$ cat src/rtl/bp_update_ctrl_pkg.sv
// Shared definitions for the branch-predictor table write-port controller:
// default widths, FSM state encoding and the counter value written on clear.
package bp_update_ctrl_pkg;

    localparam int BP_ADDR_WIDTH = 32;
    localparam int BP_IDX_W      = 8;

    // Direction-counter value the table wrapper writes when tbl_clr qualifies tbl_wen
    localparam logic [1:0] BP_CLR_CNT = 2'b01;

    typedef enum logic {
        ST_CLEAR = 1'b0,
        ST_RUN   = 1'b1
    } bp_state_e;

endpackage

$ cat src/rtl/bp_update_ctrl_fifo.sv
// bp_upd_fifo: small synchronous FIFO holding packed {pc, target, taken}
// updates. Wrap-bit pointers give full/empty; clr_i empties it in one cycle.
module bp_upd_fifo #(
    parameter int W     = 65,
    parameter int DEPTH = 2
) (
    input  logic         cpu_clk,
    input  logic         cpu_rstn,
    input  logic         clr_i,
    input  logic         push_i,
    input  logic         pop_i,
    input  logic [W-1:0] wdata_i,
    output logic [W-1:0] rdata_o,
    output logic         full_o,
    output logic         empty_o
);
    localparam int AW = $clog2(DEPTH);

    logic [W-1:0] mem_q [DEPTH];
    logic [AW:0]  wptr_q;
    logic [AW:0]  rptr_q;

    // Status flags and head data from the pointer pair
    always_comb begin
        empty_o = (wptr_q == rptr_q);
        full_o  = (wptr_q[AW] != rptr_q[AW]) && (wptr_q[AW-1:0] == rptr_q[AW-1:0]);
        rdata_o = mem_q[rptr_q[AW-1:0]];
    end

    // Pointer advance; clear has priority over push/pop
    always_ff @(posedge cpu_clk or negedge cpu_rstn) begin
        if (!cpu_rstn) begin
            wptr_q <= {(AW+1){1'b0}};
            rptr_q <= {(AW+1){1'b0}};
        end else if (clr_i) begin
            wptr_q <= {(AW+1){1'b0}};
            rptr_q <= {(AW+1){1'b0}};
        end else begin
            if (push_i) begin
                wptr_q <= wptr_q + {{AW{1'b0}}, 1'b1};
            end
            if (pop_i) begin
                rptr_q <= rptr_q + {{AW{1'b0}}, 1'b1};
            end
        end
    end

    // Storage write; a push while full is only issued alongside a pop of the same slot
    always_ff @(posedge cpu_clk or negedge cpu_rstn) begin
        if (!cpu_rstn) begin
            for (int i = 0; i < DEPTH; i++) begin
                mem_q[i] <= {W{1'b0}};
            end
        end else if (push_i && !clr_i) begin
            mem_q[wptr_q[AW-1:0]] <= wdata_i;
        end
    end

endmodule

$ cat src/rtl/bp_update_ctrl.sv
// bp_update_ctrl: owns the predictor tables' single write port. Walks every
// index with clear writes after reset or flush_req, then writes resolved
// branch updates queued in bp_upd_fifo. An empty queue with no stall writes
// the incoming update straight through for one-cycle latency.
// Optional statistics counters: define BP_UPDATE_STATS_EN.
module bp_update_ctrl
    import bp_update_ctrl_pkg::*;
#(
    parameter int ADDR_WIDTH = BP_ADDR_WIDTH,
    parameter int IDX_W      = BP_IDX_W,
    parameter int FIFO_DEPTH = 2
) (
    input  logic                  cpu_clk,
    input  logic                  cpu_rstn,
    input  logic                  flush_req,
    input  logic                  branch_ex,
    input  logic [ADDR_WIDTH-1:0] branch_pc_ex,
    input  logic                  branch_taken_ex,
    input  logic [ADDR_WIDTH-1:0] branch_target_ex,
    input  logic                  tbl_wr_stall,
    output logic                  tbl_wen,
    output logic                  tbl_clr,
    output logic [IDX_W-1:0]      tbl_waddr,
    output logic [ADDR_WIDTH-1:0] tbl_w_pc,
    output logic [ADDR_WIDTH-1:0] tbl_w_target,
    output logic                  tbl_w_taken,
    output logic                  predict_en,
    output logic                  clear_busy
`ifdef BP_UPDATE_STATS_EN
    ,
    output logic [15:0]           stat_upd_cnt,
    output logic [15:0]           stat_drop_cnt
`endif
);
    localparam int               UW       = 2 * ADDR_WIDTH + 1;
    localparam logic [IDX_W-1:0] IDX_LAST = {IDX_W{1'b1}};

    bp_state_e             state_q;
    logic [IDX_W-1:0]      idx_q;
    logic                  tbl_wen_q;
    logic                  tbl_clr_q;
    logic [IDX_W-1:0]      tbl_waddr_q;
    logic [ADDR_WIDTH-1:0] tbl_w_pc_q;
    logic [ADDR_WIDTH-1:0] tbl_w_target_q;
    logic                  tbl_w_taken_q;
    logic                  predict_en_q;
    logic                  clear_busy_q;

    logic [UW-1:0]         in_upd_s;
    logic [UW-1:0]         head_upd_s;
    logic [UW-1:0]         wr_upd_s;
    logic [ADDR_WIDTH-1:0] wr_pc_s;
    logic                  full_s;
    logic                  empty_s;
    logic                  accept_s;
    logic                  bypass_s;
    logic                  push_s;
    logic                  pop_s;
    logic                  wr_s;

    // Route each resolved branch: write-through, queue, or drop; pick the write source
    always_comb begin
        in_upd_s = {branch_pc_ex, branch_target_ex, branch_taken_ex};
        accept_s = branch_ex && !flush_req && (state_q == ST_RUN);
        pop_s    = (state_q == ST_RUN) && !flush_req && !empty_s && !tbl_wr_stall;
        bypass_s = accept_s && empty_s && !tbl_wr_stall;
        push_s   = accept_s && !bypass_s && (!full_s || pop_s);
        wr_s     = pop_s || bypass_s;
        if (pop_s) begin
            wr_upd_s = head_upd_s;
        end else begin
            wr_upd_s = in_upd_s;
        end
        wr_pc_s = wr_upd_s[UW-1 -: ADDR_WIDTH];
    end

    bp_upd_fifo #(
        .W     (UW),
        .DEPTH (FIFO_DEPTH)
    ) u_fifo (
        .cpu_clk  (cpu_clk),
        .cpu_rstn (cpu_rstn),
        .clr_i    (flush_req),
        .push_i   (push_s),
        .pop_i    (pop_s),
        .wdata_i  (in_upd_s),
        .rdata_o  (head_upd_s),
        .full_o   (full_s),
        .empty_o  (empty_s)
    );

    // Clear-walk / update FSM with all write-port and status outputs registered
    always_ff @(posedge cpu_clk or negedge cpu_rstn) begin
        if (!cpu_rstn) begin
            state_q        <= ST_CLEAR;
            idx_q          <= {IDX_W{1'b0}};
            tbl_wen_q      <= 1'b0;
            tbl_clr_q      <= 1'b0;
            tbl_waddr_q    <= {IDX_W{1'b0}};
            tbl_w_pc_q     <= {ADDR_WIDTH{1'b0}};
            tbl_w_target_q <= {ADDR_WIDTH{1'b0}};
            tbl_w_taken_q  <= 1'b0;
            predict_en_q   <= 1'b0;
            clear_busy_q   <= 1'b1;
        end else begin
            tbl_wen_q <= 1'b0;
            tbl_clr_q <= 1'b0;
            if (flush_req) begin
                // Restart the walk; index 0 is written in this same step when not stalled
                state_q      <= ST_CLEAR;
                predict_en_q <= 1'b0;
                clear_busy_q <= 1'b1;
                if (!tbl_wr_stall) begin
                    tbl_wen_q   <= 1'b1;
                    tbl_clr_q   <= 1'b1;
                    tbl_waddr_q <= {IDX_W{1'b0}};
                    idx_q       <= {{(IDX_W-1){1'b0}}, 1'b1};
                end else begin
                    idx_q <= {IDX_W{1'b0}};
                end
            end else begin
                case (state_q)
                    ST_CLEAR: begin
                        predict_en_q <= 1'b0;
                        clear_busy_q <= 1'b1;
                        if (!tbl_wr_stall) begin
                            tbl_wen_q   <= 1'b1;
                            tbl_clr_q   <= 1'b1;
                            tbl_waddr_q <= idx_q;
                            idx_q       <= idx_q + {{(IDX_W-1){1'b0}}, 1'b1};
                            if (idx_q == IDX_LAST) begin
                                state_q <= ST_RUN;
                            end
                        end
                    end
                    ST_RUN: begin
                        predict_en_q <= 1'b1;
                        clear_busy_q <= 1'b0;
                        if (wr_s) begin
                            tbl_wen_q      <= 1'b1;
                            tbl_waddr_q    <= wr_pc_s[IDX_W+1:2];
                            tbl_w_pc_q     <= wr_pc_s;
                            tbl_w_target_q <= wr_upd_s[ADDR_WIDTH:1];
                            tbl_w_taken_q  <= wr_upd_s[0];
                        end
                    end
                    default: begin
                        state_q      <= ST_CLEAR;
                        idx_q        <= {IDX_W{1'b0}};
                        predict_en_q <= 1'b0;
                        clear_busy_q <= 1'b1;
                    end
                endcase
            end
        end
    end

    assign tbl_wen      = tbl_wen_q;
    assign tbl_clr      = tbl_clr_q;
    assign tbl_waddr    = tbl_waddr_q;
    assign tbl_w_pc     = tbl_w_pc_q;
    assign tbl_w_target = tbl_w_target_q;
    assign tbl_w_taken  = tbl_w_taken_q;
    assign predict_en   = predict_en_q;
    assign clear_busy   = clear_busy_q;

`ifdef BP_UPDATE_STATS_EN
    logic        drop_s;
    logic [15:0] stat_upd_q;
    logic [15:0] stat_drop_q;

    // A branch that is neither written through nor queued is lost (full, CLEAR or flush)
    always_comb begin
        drop_s = branch_ex && !(bypass_s || push_s);
    end

    // Saturating statistics; survive flush, cleared only by reset
    always_ff @(posedge cpu_clk or negedge cpu_rstn) begin
        if (!cpu_rstn) begin
            stat_upd_q  <= 16'h0000;
            stat_drop_q <= 16'h0000;
        end else begin
            if (wr_s && (stat_upd_q != 16'hFFFF)) begin
                stat_upd_q <= stat_upd_q + 16'h0001;
            end
            if (drop_s && (stat_drop_q != 16'hFFFF)) begin
                stat_drop_q <= stat_drop_q + 16'h0001;
            end
        end
    end

    assign stat_upd_cnt  = stat_upd_q;
    assign stat_drop_cnt = stat_drop_q;
`endif

endmodule

$ cat config.mk
export PLATFORM = sky130hd
export DESIGN_NAME = bp_update_ctrl
export DESIGN_NICKNAME = d
export VERILOG_FILES = /design/src/rtl/bp_update_ctrl_pkg.sv /design/src/rtl/bp_update_ctrl_fifo.sv /design/src/rtl/bp_update_ctrl.sv
export SDC_FILE = /design/constraint.sdc
export NUM_CORES = 1
export LEC_CHECK = 0
export CAP_MARGIN = 0
export CORE_MARGIN = 2
export CORE_UTILIZATION = 49
export DETAILED_ROUTE_END_ITERATION = 10
export PLACE_DENSITY = 0.74
export SLEW_MARGIN = 10
export SYNTH_ARGS = -nofsm -noshare
export SYNTH_HDL_FRONTEND = slang
export SYNTH_SLANG_ARGS = --single-unit
$ cat constraint.sdc
create_clock -name cpu_clk -period 2 [get_ports cpu_clk]
set_clock_uncertainty 0.2 [all_clocks]
set_input_delay 0.2 -clock cpu_clk [delete_from_list [all_inputs] [get_ports cpu_clk]]
set_output_delay 0.2 -clock cpu_clk [all_outputs]
set_load 0.02 [all_outputs]
# Word level (Yosys, flattened, before mapping)
# Index checks and enable logic that the tools add are counted.
[word_totals]
regBits = 220
wordCells = 91
out_inout_bits = 77
[classes]
magnitude_cmp = 3
n_mux = 34
add_sub_neg = 3
n_reduce_logical = 24
eq_ne = 9
bitwise = 4
[ops]
columns = ["operator", "count"]
rows = [
  ["65-bit two-way mux", 5],
  ["130-bit bitwise mux", 1],
  ["65-bit demux with 1-bit select", 1],
  ["8-bit two-way mux", 7],
  ["8-bit one-hot mux with 2 select lines", 1],
  ["1-bit logical AND", 12],
  ["1-bit two-way mux", 12],
  ["8-bit by 1-bit adder with 8-bit output (second input constant)", 1],
  ["8-bit equality test (second input constant)", 1],
  ["2-bit two-way mux", 4],
  ["2-bit != test (second input constant)", 4],
  ["1-bit one-hot mux with 2 select lines", 3],
  ["3-bit AND reduction", 2],
  ["1-bit logical NOT", 5],
  ["2-bit by 1-bit adder with 2-bit output (second input constant)", 2],
  ["2-bit >= comparator (second input constant)", 2],
  ["1-bit inverter with 2-bit output", 2],
  ["2-bit nonzero test", 2],
  ["3-bit by 2-bit != test with 1-bit output (second input constant)", 1],
  ["2-bit equality test", 1],
  ["1-bit logical OR", 2],
  ["2-bit by 1-bit < comparator with 1-bit output (second input constant)", 1],
  ["1-bit inverter", 2],
  ["2-bit AND reduction", 1],
  ["2 further kinds", 2],
]

# Logic depth before layout (Yosys ltp)
[depth]
depth_word = 10
ltp_mapped = 8
ltp_nobuf = 5

# Hierarchy
# A second synthesis with hierarchy kept.
[hier_totals]
hier_cells = 687
area_unflattened_um2 = 10258.6
[by_module_without_submodules]
columns = ["mod", "cells_per_inst", "instances", "area_per_inst_um2"]
rows = [
  ["bp_upd_fifo", 368, 1, 6037.0],
  ["bp_update_ctrl", 319, 1, 4221.5],
]

# Worst setup path after synthesis
# OpenSTA, ideal clock, no wires.
[synth_path]
path_type = "reg2reg"
startpoint = "register u_fifo.wptr_q[1]"
endpoint = "register u_fifo.mem_q[35] in the netlist's numbering"
stages_incl_launch_ff = 6
required_time_ns = 1.673
period_less_slack_ns = 2.033
setup_slack_ns = -0.033
arrival_time_ns = 1.706
path_cell_list = "dfrtp_1 -> xnor3_1 -> a211oi_2 -> buf_4 -> buf_6 -> mux2_1"
[synth_via]
elab_chain_cells = 7
[synth_lines]
columns = ["item", "line_no", "text"]
rows = [
  ["start: declaration", "bp_update_ctrl_fifo.sv:20", "logic [AW:0] wptr_q;"],
  ["start signal: assignment", "bp_update_ctrl_fifo.sv:33", "wptr_q <= {(AW+1){1'b0}};"],
  ["start signal: assignment", "bp_update_ctrl_fifo.sv:36", "wptr_q <= {(AW+1){1'b0}};"],
  ["start signal: assignment", "bp_update_ctrl_fifo.sv:40", "wptr_q <= wptr_q + {{AW{1'b0}}, 1'b1};"],
  ["2-bit equality test", "bp_update_ctrl_fifo.sv:25", "empty_o = (wptr_q == rptr_q);"],
  ["1-bit logical AND or 1-bit logical NOT (tied branches)", "bp_update_ctrl.sv:66, bp_update_ctrl.sv:65", ""],
  ["1-bit logical AND (on tied branches)", "bp_update_ctrl.sv:66, bp_update_ctrl.sv:65", ""],
  ["1-bit logical NOT or 1-bit logical AND (tied branches)", "bp_update_ctrl.sv:67, bp_update_ctrl.sv:65", ""],
  ["1-bit logical AND or 1-bit logical OR (tied branches)", "bp_update_ctrl.sv:67", "push_s = accept_s && !bypass_s && (!full_s || pop_s);"],
  ["1-bit logical AND (*)", "bp_update_ctrl.sv:67", ""],
  ["1-bit logical AND (*)", "bp_update_ctrl_fifo.sv:54", "end else if (push_i && !clr_i) begin"],
  ["end signal: indexed assignment", "bp_update_ctrl_fifo.sv:52", "mem_q[i] <= {W{1'b0}};"],
  ["end signal: indexed assignment", "bp_update_ctrl_fifo.sv:55", "mem_q[wptr_q[AW-1:0]] <= wdata_i;"],
  ["end: declaration", "bp_update_ctrl_fifo.sv:19", "logic [W-1:0] mem_q [DEPTH];"],
]
# Every way passes the cells marked *; elsewhere a longest branch is shown, timed or not.
# A chain may end at the register's enable or synchronous reset.

# Final worst setup path
[layout_path]
startpoint = "register u_fifo.wptr_q[1]"
endpoint = "register u_fifo.mem_q[27] in the netlist's numbering"
# Same word-level chain as after synthesis.

==> flow_summary.yaml <==
timing:
  timing.final.crit_share_pct: 107
  min_period_ns: 2.15
  setup_viol: 113
  rsz0062_at_grt: "yes"
  worstMarginPinSlew_ns: 0.752
  setup_ws_ns: -0.145
  tns_ns: -8.90
  maxSlewHeadroom_pct: 49.5
  whs_ns: 0.0944
  fmax_ghz: 0.466
  hold_viol_final: 0
  finalMaxSlewViolations: 0
placed_design:
  dpl.hpwl_um: 14600
  gp_routability_congestion: 0.772
  placed_cell_area_sq_um: 11900
  pre_cts_ws_ns: -0.508
  port_buffers: 146
global_route:
  grt_pass1_vias: 7188
  grt_max_degree: 66
  grt_overflow: 0
  grt_pass1_wl_um: 37000
  antenna_found_initial: 0
  grt.total_usage_pct: 22.1
cts:
  htree_levels: 1
  clkSinkCount: 220
  clk_latency_ns: 0.50
  clockBufferDepth: 3
  cts.clk_slew.worst_paths_ns: 0.06
  numCtsBuffers: 23
  cts_tree: "done"
  root_buffer: "clkbuf_16"
critical_path:
  critPathRequiredTime_ns: 2.18
  crit_type: "reg -> reg"
  timing.rr.end: "u_fifo.mem_q[27]"
  worstSetupEndpointType: "register"
  r2r_slack_ns: -0.15
  reg2reg_depth: 5
  cp-start-kind: "register"
  critPathArrivalTime_ns: 2.33
  cp_max_fo: 15
  crit_start: "u_fifo.wptr_q[1]"
  rr_startpoint: "u_fifo.wptr_q[1]"
power:
  power_density_nw_per_um2: 670
  leakagePower_uw: 0.00622
  ir_worst_vdd_uv: 462
routing:
  via_per_inst: 5.57
  vias: 7203
  wire_per_inst_um: 19.1
  drc: 0
  drtAntennaViolNets: 0
  firstDrtPassIters: 5
  drt_iter0_markers: 487
  drt_wl_total_um: 24700
floorplan:
  die_h_um: 144
  initial_core_util_pct: 49.8
  dieWidth_um: 144
  io_pins: 147
  dieArea_sq_um: 20800
  core_area_sq_um: 19400
  rows: 51
synthesis:
  synthTopCellsByArea: "dfrtp_1 57%, mux2_2 12%, nand2_1 5.4%"
  async_flop_share_pct: 100
  ys_seq_area_share_pct: 57.0
  synth_area_per_cell_sq_um: 11.8
  syn_inst: 820
  ys.flop_type: "dfrtp_1"
  synth_edf_count: 0
  yosysUniqueCellTypes: 43
  yosysWarnings: 0
  synth_top_area_share_pct: 56.8
  synth_largest_area_cell: "dfrtp_1"
  ys_seq_elements: 220
  syn_nets: 891
  synth.cell_area_sq_um: 9660
run_status:
  failed_checks: "negative setup slack"
  outcome: "complete, but fails checks"
cells_and_area:
  layout_commonest_cell: "dfrtp_1"
  nNetsFinal: 1086
  fill_cells: 1385
  regArea_sq_um: 5510
  diodes: 0
  syn_to_final_growth_pct: 38.9
  final_cell_mix: "217 x dfrtp_1, 144 x clkdlybuf4s50_1, 139 x nand2_1"
  multi_input_comb_area_sq_um: 4200
  drive_gt1_share_pct: 26.9
  stdcell_area_sq_um: 13400
flow_run:
  max-cap-violations: 0
hold_path:
  min_path_type: "in -> async"
-- per-stage QoR --
step                      std cells  total power (uW)  utilization (%)
after floorplan                 820              4600                -
after detailed placement       1229              4930             61.2
after global routing           1294              9310             69.2
final                          1294              8990             69.2
after global placement         1229              4930             61.2
after CTS                      1273              9060             65.7
-- kinds of logic (layout without fill, tap and decap cells) --
kind of cell / Yosys count / in the layout / share of synthesized area [%]
simple gates: 225 / 225 / 10.5
flops: 220 / 220 / 57.0
compound gates: 156 / 156 / 11.6
mux: 142 / 142 / 16.4
buf+inv: 65 / 274 / 3.12
xor+xnor: 11 / 11 / 1.14
fa+ha+maj: 1 / 1 / 0.130
-- Yosys cell counts, types with 3 or more instances --
cell type and count:
nor2_1 15, buf_2 21, a31oi_1 57, a22oi_1 7, mux2_2 103, buf_6 3
mux2_1 29, a211oi_1 57, o21ai_0 3, mux2i_1 10, o21a_1 5, nor2b_1 58
dfrtp_1 219, and3_1 3, inv_1 4, xor2_1 9, buf_1 3, o211ai_1 15
nand2_1 140, clkbuf_1 31
-- what timing repair did --
action	CTS	global route
endpoints found under the hold margin	219	0
cloned	0	12
gates resized for setup	23	63
setup endpoints to repair	77	131
setup buffers	2	9
hold buffers	3	0
pin swaps	3	16
-- critical path, stage by stage (launching register included) --
cell and delay [ns]:
dfrtp_2 0.43, xnor3_1 0.40, a211oi_4 0.31, buf_6 0.17, buf_12 0.16, mux2_2 0.35
-- power breakdown --
group / switching, uW / total (uW) / internal (uW)
clock: 1700 / 4120 / 2420
combinational: 208 / 398 / 190
sequential: 10.2 / 4470 / 4460
total: 1920 / 8990 / 7070
-- metal layers --
layer	global-route usage [%]	part of all wire [%]
met4	6.64	1.8
met3	3.54	5.0
met2	35.8	48
met5	0	0
met1	31.1	45
-- state kept, by name, indices dropped and copies added (netlist names) --
register,count
tbl_w_pc,32
clear_busy,1
tbl_clr,1
u_fifo.rptr_q,2
u_fifo.wptr_q,2
u_fifo.mem_q,130
tbl_waddr,8
tbl_w_taken,1
predict_en,1
state_q,1
tbl_w_target,32
idx_q,8
tbl_wen,1
-- how the worst max path moves through the flow --
| stage | endpoint | slack [ns] | depth (start not counted) |
|---|---|---|---|
| after floorplan | u_fifo.mem_q[35] | 0.002 | 8 |
| after global placement | u_fifo.mem_q[33] | -0.51 | 6 |
| after detailed placement | u_fifo.mem_q[45] | -0.51 | 6 |
| after CTS | u_fifo.mem_q[24] | -0.14 | 5 |
| after global routing | u_fifo.mem_q[27] | -0.20 | 5 |
| final | u_fifo.mem_q[27] | -0.15 | 5 |
-- final cells by class --
type                       count  share of cell area, %
sequential                   220                   41.1
clock buffer                  32                   4.91
clock inverter                 7                  0.476
multi-input combinational    535                   31.3
inverter                       4                  0.112
timing repair buffer         231                   19.7
tap                          265                   2.47
Note: power is estimated with default switching activity, not from simulation.
